==> src/rtl/ode_io_pkg.sv <==
// ============================================================================
// Module   : ode_io_pkg
// Summary  : Shared types and helpers for the ODE IO buffers.
// Revision : 1.0
// ============================================================================
`default_nettype none

package ode_io_pkg;

    typedef enum logic {
        CLEAR = 1'b0,
        READY = 1'b1
    } ram_state_e;

    // Widest word any IO buffer may merge; callers zero-extend and truncate.
    localparam int MERGE_MAX_W = 512;
    localparam int MERGE_MAX_B = MERGE_MAX_W / 8;

    function automatic logic [MERGE_MAX_W-1:0] byte_merge(
        input logic [MERGE_MAX_W-1:0] old_word,
        input logic [MERGE_MAX_W-1:0] new_word,
        input logic [MERGE_MAX_B-1:0] mask
    );
        logic [MERGE_MAX_W-1:0] merged;
        merged = old_word;
        for (int b = 0; b < MERGE_MAX_B; b++) begin
            if (mask[b]) begin
                merged[8*b +: 8] = new_word[8*b +: 8];
            end
        end
        return merged;
    endfunction

endpackage

`default_nettype wire

==> src/rtl/ram_clear_seq.sv <==
// ============================================================================
// Module   : ram_clear_seq
// Summary  : CLEAR/READY sequencer sweeping one word per cycle.
// Revision : 1.0
// ============================================================================
`default_nettype none

module ram_clear_seq
    import ode_io_pkg::*;
#(
    parameter int DEPTH = 16,
    parameter int PTR_W = (DEPTH > 1) ? $clog2(DEPTH) : 1
) (
    input  logic             CLK,
    input  logic             RST,
    input  logic             Init_Req,
    output logic             Ready,
    output logic             clr_en,
    output logic [PTR_W-1:0] clr_addr
);

    localparam logic [PTR_W-1:0] LAST_PTR = PTR_W'(DEPTH - 1);

    ram_state_e       state_q, state_d;
    logic [PTR_W-1:0] ptr_q, ptr_d;

    always_ff @(posedge CLK) begin
        if (!RST) begin
            state_q <= CLEAR;
            ptr_q   <= '0;
        end else begin
            state_q <= state_d;
            ptr_q   <= ptr_d;
        end
    end

    always_comb begin
        state_d = state_q;
        ptr_d   = ptr_q;
        case (state_q)
            CLEAR: begin
                // Park the pointer at 0 on exit so it never wraps past the end.
                if (ptr_q == LAST_PTR) begin
                    state_d = READY;
                    ptr_d   = '0;
                end else begin
                    ptr_d = ptr_q + 1'b1;
                end
            end
            READY: begin
                if (Init_Req) begin
                    state_d = CLEAR;
                    ptr_d   = '0;
                end
            end
            default: begin
                state_d = CLEAR;
                ptr_d   = '0;
            end
        endcase
    end

    assign Ready    = (state_q == READY);
    assign clr_en   = (state_q == CLEAR);
    assign clr_addr = ptr_q;

endmodule

`default_nettype wire

==> src/rtl/multiport_ram.sv <==
// ============================================================================
// Module   : multiport_ram
// Summary  : N-read / 1-write RAM with byte-masked write-first bypass,
//            clear sweep and sticky out-of-range error.
// Revision : 1.0
// ============================================================================
`default_nettype none

module multiport_ram
    import ode_io_pkg::*;
#(
    parameter int ADDRESS_WIDTH = 13,
    parameter int DATA_WIDTH    = 64,
    parameter int DEPTH         = 16,
    parameter int NUM_RD        = 2
) (
    input  logic                            CLK,
    input  logic                            RST,
    input  logic                            Init_Req,
    output logic                            Ready,
    input  logic                            WR_Enable,
    input  logic [DATA_WIDTH/8-1:0]         WR_Mask,
    input  logic [ADDRESS_WIDTH-1:0]        address_WR,
    input  logic [DATA_WIDTH-1:0]           dataIn,
    input  logic [NUM_RD-1:0]               RD_Enable,
    input  logic [NUM_RD*ADDRESS_WIDTH-1:0] address_RD,
    output logic [NUM_RD*DATA_WIDTH-1:0]    dataOut,
    output logic [NUM_RD-1:0]               dataOut_Valid,
    output logic                            Addr_Err
);

    localparam int                     PTR_W     = (DEPTH > 1) ? $clog2(DEPTH) : 1;
    localparam logic [ADDRESS_WIDTH:0] DEPTH_LIM = (ADDRESS_WIDTH + 1)'(DEPTH);

    logic [DATA_WIDTH-1:0] mem_q [DEPTH];

    logic             clr_en;
    logic [PTR_W-1:0] clr_addr;

    ram_clear_seq #(
        .DEPTH (DEPTH),
        .PTR_W (PTR_W)
    ) u_clear_seq (
        .CLK      (CLK),
        .RST      (RST),
        .Init_Req (Init_Req),
        .Ready    (Ready),
        .clr_en   (clr_en),
        .clr_addr (clr_addr)
    );

    logic                  wr_in_range, wr_ok, clr_we;
    logic [PTR_W-1:0]      wr_idx;
    logic [DATA_WIDTH-1:0] wr_merged;
    logic [NUM_RD-1:0]     rd_oor;
    logic                  err_q, err_d;

    assign wr_in_range = ({1'b0, address_WR} < DEPTH_LIM);
    assign wr_idx      = address_WR[PTR_W-1:0];
    // RST gating keeps the array untouched while reset is held.
    assign wr_ok       = RST && Ready && WR_Enable && wr_in_range;
    assign clr_we      = RST && clr_en;
    assign wr_merged   = DATA_WIDTH'(byte_merge(MERGE_MAX_W'(mem_q[wr_idx]),
                                                MERGE_MAX_W'(dataIn),
                                                MERGE_MAX_B'(WR_Mask)));

    always_ff @(posedge CLK) begin
        if (clr_we) begin
            mem_q[clr_addr] <= '0;
        end else if (wr_ok) begin
            mem_q[wr_idx] <= wr_merged;
        end
    end

    for (genvar p = 0; p < NUM_RD; p++) begin : g_rd
        logic [ADDRESS_WIDTH-1:0] rd_addr;
        logic                     rd_in_range;
        logic [DATA_WIDTH-1:0]    rd_data_q, rd_data_d;
        logic                     rd_valid_q, rd_valid_d;

        assign rd_addr     = address_RD[p*ADDRESS_WIDTH +: ADDRESS_WIDTH];
        assign rd_in_range = ({1'b0, rd_addr} < DEPTH_LIM);
        assign rd_oor[p]   = RD_Enable[p] && !rd_in_range;

        always_comb begin
            rd_data_d  = rd_data_q;
            rd_valid_d = 1'b0;
            if (Ready && RD_Enable[p]) begin
                rd_valid_d = 1'b1;
                if (!rd_in_range) begin
                    rd_data_d = '0;
                end else if (wr_ok && (rd_addr == address_WR)) begin
                    rd_data_d = wr_merged;
                end else begin
                    rd_data_d = mem_q[rd_addr[PTR_W-1:0]];
                end
            end
        end

        always_ff @(posedge CLK) begin
            if (!RST) begin
                rd_data_q  <= '0;
                rd_valid_q <= 1'b0;
            end else begin
                rd_data_q  <= rd_data_d;
                rd_valid_q <= rd_valid_d;
            end
        end

        assign dataOut[p*DATA_WIDTH +: DATA_WIDTH] = rd_data_q;
        assign dataOut_Valid[p]                    = rd_valid_q;
    end

    assign err_d = err_q | (Ready && ((WR_Enable && !wr_in_range) || (|rd_oor)));

    always_ff @(posedge CLK) begin
        if (!RST) begin
            err_q <= 1'b0;
        end else begin
            err_q <= err_d;
        end
    end

    assign Addr_Err = err_q;

endmodule

`default_nettype wire
==> config.mk <==
export PLATFORM = sky130hd
export DESIGN_NAME = multiport_ram
export DESIGN_NICKNAME = d
export VERILOG_FILES = /design/src/rtl/ode_io_pkg.sv /design/src/rtl/ram_clear_seq.sv /design/src/rtl/multiport_ram.sv
export SDC_FILE = /design/constraint.sdc
export NUM_CORES = 2
export LEC_CHECK = 0
export BUFFER_PORTS_ARGS = -buffer_cell sky130_fd_sc_hd__buf_2
export CAP_MARGIN = 20
export CORE_MARGIN = 2
export CORE_UTILIZATION = 63
export CTS_CLUSTER_DIAMETER = 30
export DETAILED_ROUTE_END_ITERATION = 7
export PLACE_DENSITY = 0.86
export SLEW_MARGIN = 20
export SYNTH_ARGS = -nofsm -noshare
export SYNTH_HDL_FRONTEND = slang
export SYNTH_SLANG_ARGS = --single-unit
==> constraint.sdc <==
create_clock -name CLK -period 5.8 [get_ports CLK]
set_input_delay 0.29 -clock CLK [delete_from_list [all_inputs] [get_ports CLK]]
set_output_delay 0.29 -clock CLK [all_outputs]
set_load 0.01 [all_outputs]
---- Yosys cells after proc, flatten, opt, wreduce, memory -nomap -nowiden ----
Memory sizes are Yosys's and may differ from the RTL's.
Cells that the tools add are included.
storage, ports and cells
  RAM bits ................................ 1,024
  memories kept ........................... 1
  output and inout bits ................... 132
  register bits after elaboration ......... 136
memories
  name   words  width  rd ports  clocked after memory_dff  wr ports  RTL line             source
  mem_q  16     64     3         0                         1         multiport_ram.sv:35  logic [DATA_WIDTH-1:0] mem_q [DEPTH];
operators by class
  magnitude comparators ................... 3
  bitwise operators ....................... 2
  add/sub/neg operators ................... 1
  reduce and logical (&&, ||, !) cells .... 18
  mux-type cells .......................... 28
  equality and inequality tests ........... 4
operator list
  operator                                             count
  two-way mux 64 bit                                   5
  two-way mux 8 bit                                    8
  OR reduction 64 bit                                  1
  < comparator 13 x 5 -> 1 bit, second input constant  3
  == test 13 bit                                       2
  logical AND 1 bit                                    12
  two-way mux 4 bit                                    3
  two-way mux 1 bit                                    10
  case mux 4 bit (2 select lines)                      1
  adder 4 x 1 -> 4 bit, second input constant          1
  == test 4 bit, second input constant                 1
  zero test 1 bit                                      3
  inequality test 2 bit, second input constant         1
  case mux 1 bit (2 select lines)                      1
  OR reduction 2 bit                                   1
  logical OR 1 bit                                     1
  inverter 1 bit                                       1
  bitwise OR 1 bit                                     1

---- Longest topological paths before layout ----
  word-level depth ........................ 8
  gate-level depth with buffers ........... 10

---- Modules after synthesis ----
A second synthesis with hierarchy kept.
second synthesis, totals
  cells, all modules ...................... 3,606
  area total of the unflattened synthesis .. 61,422.7 um^2
by module, submodules not included
  module         cells each  area an instance (um^2)  sequential area each (um^2)  instances
  multiport_ram  3,577       61,164.9                 33,372.0                     1
  ram_clear_seq  29          257.7                    100.1                        1

---- Least setup slack after synthesis ----
Ideal clock, no wire load.
  path kind ............................... input to register
  start point ............................. in address_WR[10]
  end point ............................... mem mem_q[1][0] (enable)
  arrival ................................. 4,158 ps
  stages on the path ...................... 7
  path buffers ............................ 1
  path slack .............................. 1,156 ps
  path through ............................ nor4_1 -> nand3_1 -> or2_4 -> clkbuf_1 -> nor3b_1 -> a31oi_1 -> nor2_1
between the ends
  word-level cells in the longest chain between the ends .. 7
  elaborated cells on any way between the ends .. 8
  those cells by class .................... order compare: 1; mux: 5; reduce/logical: 2
ends and longest elaborated chain
  element                                                                  RTL line             source
  start: declaration                                                       multiport_ram.sv:23  input logic [ADDRESS_WIDTH-1:0] address_WR,
  < comparator 13 x 5 -> 1 bit *                                           multiport_ram.sv:58  assign wr_in_range = ({1'b0, address_WR} < DEPTH_LIM);
  logical AND 1 bit *                                                      multiport_ram.sv:61  assign wr_ok = RST && Ready && WR_Enable && wr_in_range;
  two-way mux 1 bit *                                                      multiport_ram.sv:70  end else if (wr_ok) begin
  two-way mux 1 bit *                                                      multiport_ram.sv:68  if (clr_we) begin
  two-way mux 1 bit (not written as such) *                                multiport_ram.sv:71  mem_q[wr_idx] <= wr_merged;
  OR reduction 64 bit (no line)                                            --
  two-way mux 4 bit (no line) / two-way mux 1 bit (equally long branches)  --
  end: declaration                                                         multiport_ram.sv:35
Mark *: on every way between the ends. The rest lies on a longest branch, timed or not.

---- Worst setup path in the final report ----
  start point ............................. reg u_clear_seq.state_q (netlist: u_clear_seq.Ready)
  end point ............................... mem mem_q[13][53] (enable)
between the ends
  word-level cells in the longest chain between the ends .. 8
  elaborated cells on any way between the ends .. 13
  those cells by class .................... mux: 7; bitwise: 1; reduce/logical: 5
ends and longest elaborated chain
  element                                                                  RTL line             source
  start: declaration                                                       ram_clear_seq.sv:24  ram_state_e state_q, state_d;
  start signal: assignment                                                 ram_clear_seq.sv:32  state_q <= state_d;
  logical AND 1 bit (3 in a row)                                           multiport_ram.sv:61
  two-way mux 1 bit                                                        multiport_ram.sv:70
  two-way mux 1 bit                                                        multiport_ram.sv:68
  two-way mux 1 bit (not written as such)                                  multiport_ram.sv:71
  OR reduction 64 bit (no line)                                            --
  two-way mux 4 bit (no line) / two-way mux 1 bit (equally long branches)  --
Parallel ways exist; a longest one is shown, timed or not.

==> results.txt <==
Result of the run: complete, but fails checks
Failing checks: DRC
Slew at the pin closest to its max-slew limit: 1.33 ns
Fin Clk Skew: 0.0649 ns
Cell-by-cell listing of the critical path: nand3_1 -> nor2_4 -> buf_4 -> a31oi_1 -> nor2_4 -> buf_4
Placed instance count: 4852
Sum of overflow across all layers after global routing: 0
Max-cap viol count: 0
Clock Pin Slew Worst Setup and Hold Paths: 0.05 ns
Kind of start point of the critical path: flip-flop
Top cell types by occurrence after synthesis: edfxtp_1, mux4_2, nand2_1, mux2i_1, a211oi_1
Count of different cell masters after synthesis: 42
Critical path's largest stage delay: 1.06 ns
Peak supply drop: 0.299 mV
Clock tree root driver cell: clkbuf_16
Die area: 0.0995 mm2
Tcrit/Tclk final: 69.9%
Rel. slew slack: 11.4%
RSZ-0062 raised after global routing: no
Sequential cell area fraction in the yosys report: 54.8%
Total wire length after detailed routing: 219000 um
Relative contribution of the clock network to total power: 53.4%
Flip-flop cell with the highest count after synthesis: edfxtp_1
Initial DRT Pass Iterations: 8
Worst-skew pair later-pin latency: 0.83 ns
Routed WL per cell: 41.2 um
Total Negative Setup Slacks: 0 ns
Post-synthesis instance total: 3610
Slowest CP cell: nor2_4
Gate power share: 7.8%
Timing-limited maximum frequency: 247 MHz
Total number of yosys warnings: 0
Synthesis-to-finish area growth: 16.8%
CTS Sinks: 1160
Starting density of the core: 63.4%
Worst Reg-to-Reg Cells: 6
FILL cells: 4922
Post-CTS resize count: 0
Count of final max-slew check failures: 0
WP data required: 6.25 ns
Half-perimeter wire length after detailed placement: 98000 um
Netlist area before placement: 0.0611 mm2
Largest net degree at the start of global routing: 134
Hold path depth: 4
Fin cells: 5311
Top-Level Pins: 249
Sw Ratio: 25.8%
Initial antenna violation count: 7
Cell taking the most area after synthesis: edfxtp_1
GPL Wtd Cong: 0.854
Antenna viol nets, final: 0
Part of the total power dissipated in sequential elements: 38.8%
Area used by sequential logic in the layout: 0.0335 mm2
Die extent in y: 316 um
Arrival time of data at the critical path endpoint: 4.50 ns
DR iter-0 viols: 9164
Via count: 45021
Average cell area after synthesis: 16.9 um2
Via count of the first global-routing pass: 47145
Power density cells: 330 mW/mm2
Time the worst path needs with I/O delays and setup: 4.05 ns
Share of async-settable or async-resettable flops after synthesis: 0%
Critical path capture point type: flip-flop
Largest buffer count on any clock path: 3
Number of levels in the clock H-tree: 4
Switching Power: 6.06 mW
Post-synth EDFFs: 1024
Wire length of the first global-routing pass: 317000 um
Endpoints failing setup: 0
Yosys top cell area share: 50.3%
P_int: 17.5 mW
Final net count: 3965
Register bit total from synthesis: 1160
Number of hold violations in the final report: 0
Number of CTS-inserted buffers: 202
Static power due to leakage: 26.0 nW
Setup bufs post-CTS: 0
Largest fanout on the critical path: 29
Synth area leaders: edfxtp_1, mux4_2, dfxtp_1
Type of the worst min-delay path: primary input to flip-flop
Overall global routing resource usage: 44.5%
Post-synthesis net count: 3728
Width of the die: 316 um
Share of cells above drive strength 1: 36.7%
CTS Hold Bufs: 67
Multi-input gate area in the final layout: 0.0263 mm2
Worst setup path class: flip-flop to flip-flop
# port buffers: 248
Core footprint: 0.0964 mm2
DR vias/cell: 8.48
TritonCTS clock tree: yes
Most numerous cell in the Yosys netlist: edfxtp_1
Number of remaining DRC errors: 57
Std-Cell Rows: 114
[logic make-up after synthesis]
group	Yosys count	synth area share, %
multiplexers	961	31.5
adder cells (fa/ha/maj)	1	0.0205
AO/OA/AOI/OAI	593	6.69
XOR/XNOR	26	0.373
flip-flops	1160	54.8
buffers and inverters	349	2.52
AND/OR/NAND/NOR	520	4.15
[worst max-delay path, delay by kind of cell, from the launching register on]
kind | cells | cell delay [ns]
buffers and inverters | 2 | 1.07
AOI/OAI and AO/OA | 1 | 0.47
DFF | 1 | 0.69
and+or+nand+nor | 3 | 1.43
[final cells by class]
| type | instances | share of cell area, % |
|---|---|---|
| timing repair buffer | 377 | 3.86 |
| tap | 1276 | 2.24 |
| antenna | 6 | 0.0210 |
| clock buffer | 231 | 7.40 |
| clock inverter | 155 | 2.69 |
| multi-input combinational | 2101 | 36.9 |
| inverter | 5 | 0.0263 |
| sequential | 1160 | 46.9 |
[routing by layer]
layer	wire [um]	up-vias	global-route usage [%]
met5	93	-	0
met4	21900	14	32.9
met3	41500	1975	19.6
met2	96100	5905	65.4
met1	59300	21295	52.5
li1	-	15832	-
[path summary, 6_finish.rpt]
path,start,endpoint,slack (ns)
setup / recovery,u_clear_seq.Ready,mem_q[13][53],1.75
hold / removal,dataIn[10],g_rd[0].rd_data_q[10],0.03
setup reg to reg,u_clear_seq.Ready,mem_q[13][53],1.75
hold reg to reg,g_rd[0].rd_data_q[35],g_rd[0].rd_data_q[35],0.43
[cells in the final DEF, fill, tap and decap left out, types with 7 or more instances in the layout]
cell | synthesis | routed
edfxtp_1 | 1024 | 1024
mux4_2 | 770 | 770
nand2_1 | 258 | 258
buf_2 | 129 | 236
clkbuf_16 | 0 | 203
mux2i_1 | 191 | 191
a211oi_1 | 189 | 189
dfxtp_1 | 136 | 136
a21oi_1 | 133 | 133
nor2b_1 | 133 | 133
a22oi_1 | 117 | 117
dlygate4sd3_1 | 0 | 67
and2_1 | 66 | 66
o22ai_1 | 65 | 65
a21o_1 | 63 | 63
buf_4 | 6 | 41
inv_6 | 0 | 34
clkinv_4 | 0 | 28
clkinvlp_4 | 0 | 22
buf_12 | 0 | 22
bufinv_16 | 0 | 19
clkbuf_1 | 174 | 18
nor2_4 | 0 | 17
inv_8 | 0 | 17
nor2_1 | 30 | 13
xor2_1 | 13 | 13
xnor2_1 | 13 | 13
clkinv_8 | 0 | 11
clkinv_2 | 0 | 11
a22oi_2 | 10 | 10
clkbuf_8 | 0 | 10
buf_8 | 0 | 8
nor3_1 | 7 | 7
[stage by stage]
step           util (%)  instance area, um2  worst slack, ns  power [mW]  hold WS (ns)
6_report           74.0               71400             1.75        23.5        0.0296
5_1_grt            74.0               71400             1.79        23.8        0.0175
2_1_floorplan         -               61100             1.16        10.5         0.460
3_5_place_dp       65.8               63500             1.99        10.9         0.425
4_1_cts            74.0               71400             1.99        23.2        0.0211
3_3_place_gp       65.8               63500             1.91        10.9         0.418
[sequential cells by signal, summed over array words and instances, names as in the netlist]
| register | count |
|---|---|
| mem_q | 1024 |
| u_clear_seq.Ready | 1 |
| u_clear_seq.clr_addr | 4 |
| g_rd.rd_data_q | 128 |
| Addr_Err | 1 |
| g_rd.rd_valid_q | 2 |
[power groups by stage]
| stage | clock, mW | combinational, mW | sequential [mW] |
|---|---|---|---|
| after floorplan | 0 | 1.21 | 9.27 |
| after CTS | 12.4 | 1.74 | 9.13 |
| final | 12.6 | 1.84 | 9.13 |
| after global routing | 12.8 | 1.86 | 9.13 |
| after detailed placement | 0 | 1.64 | 9.29 |
| after global placement | 0 | 1.61 | 9.28 |
(Power assumes the default switching activity.)
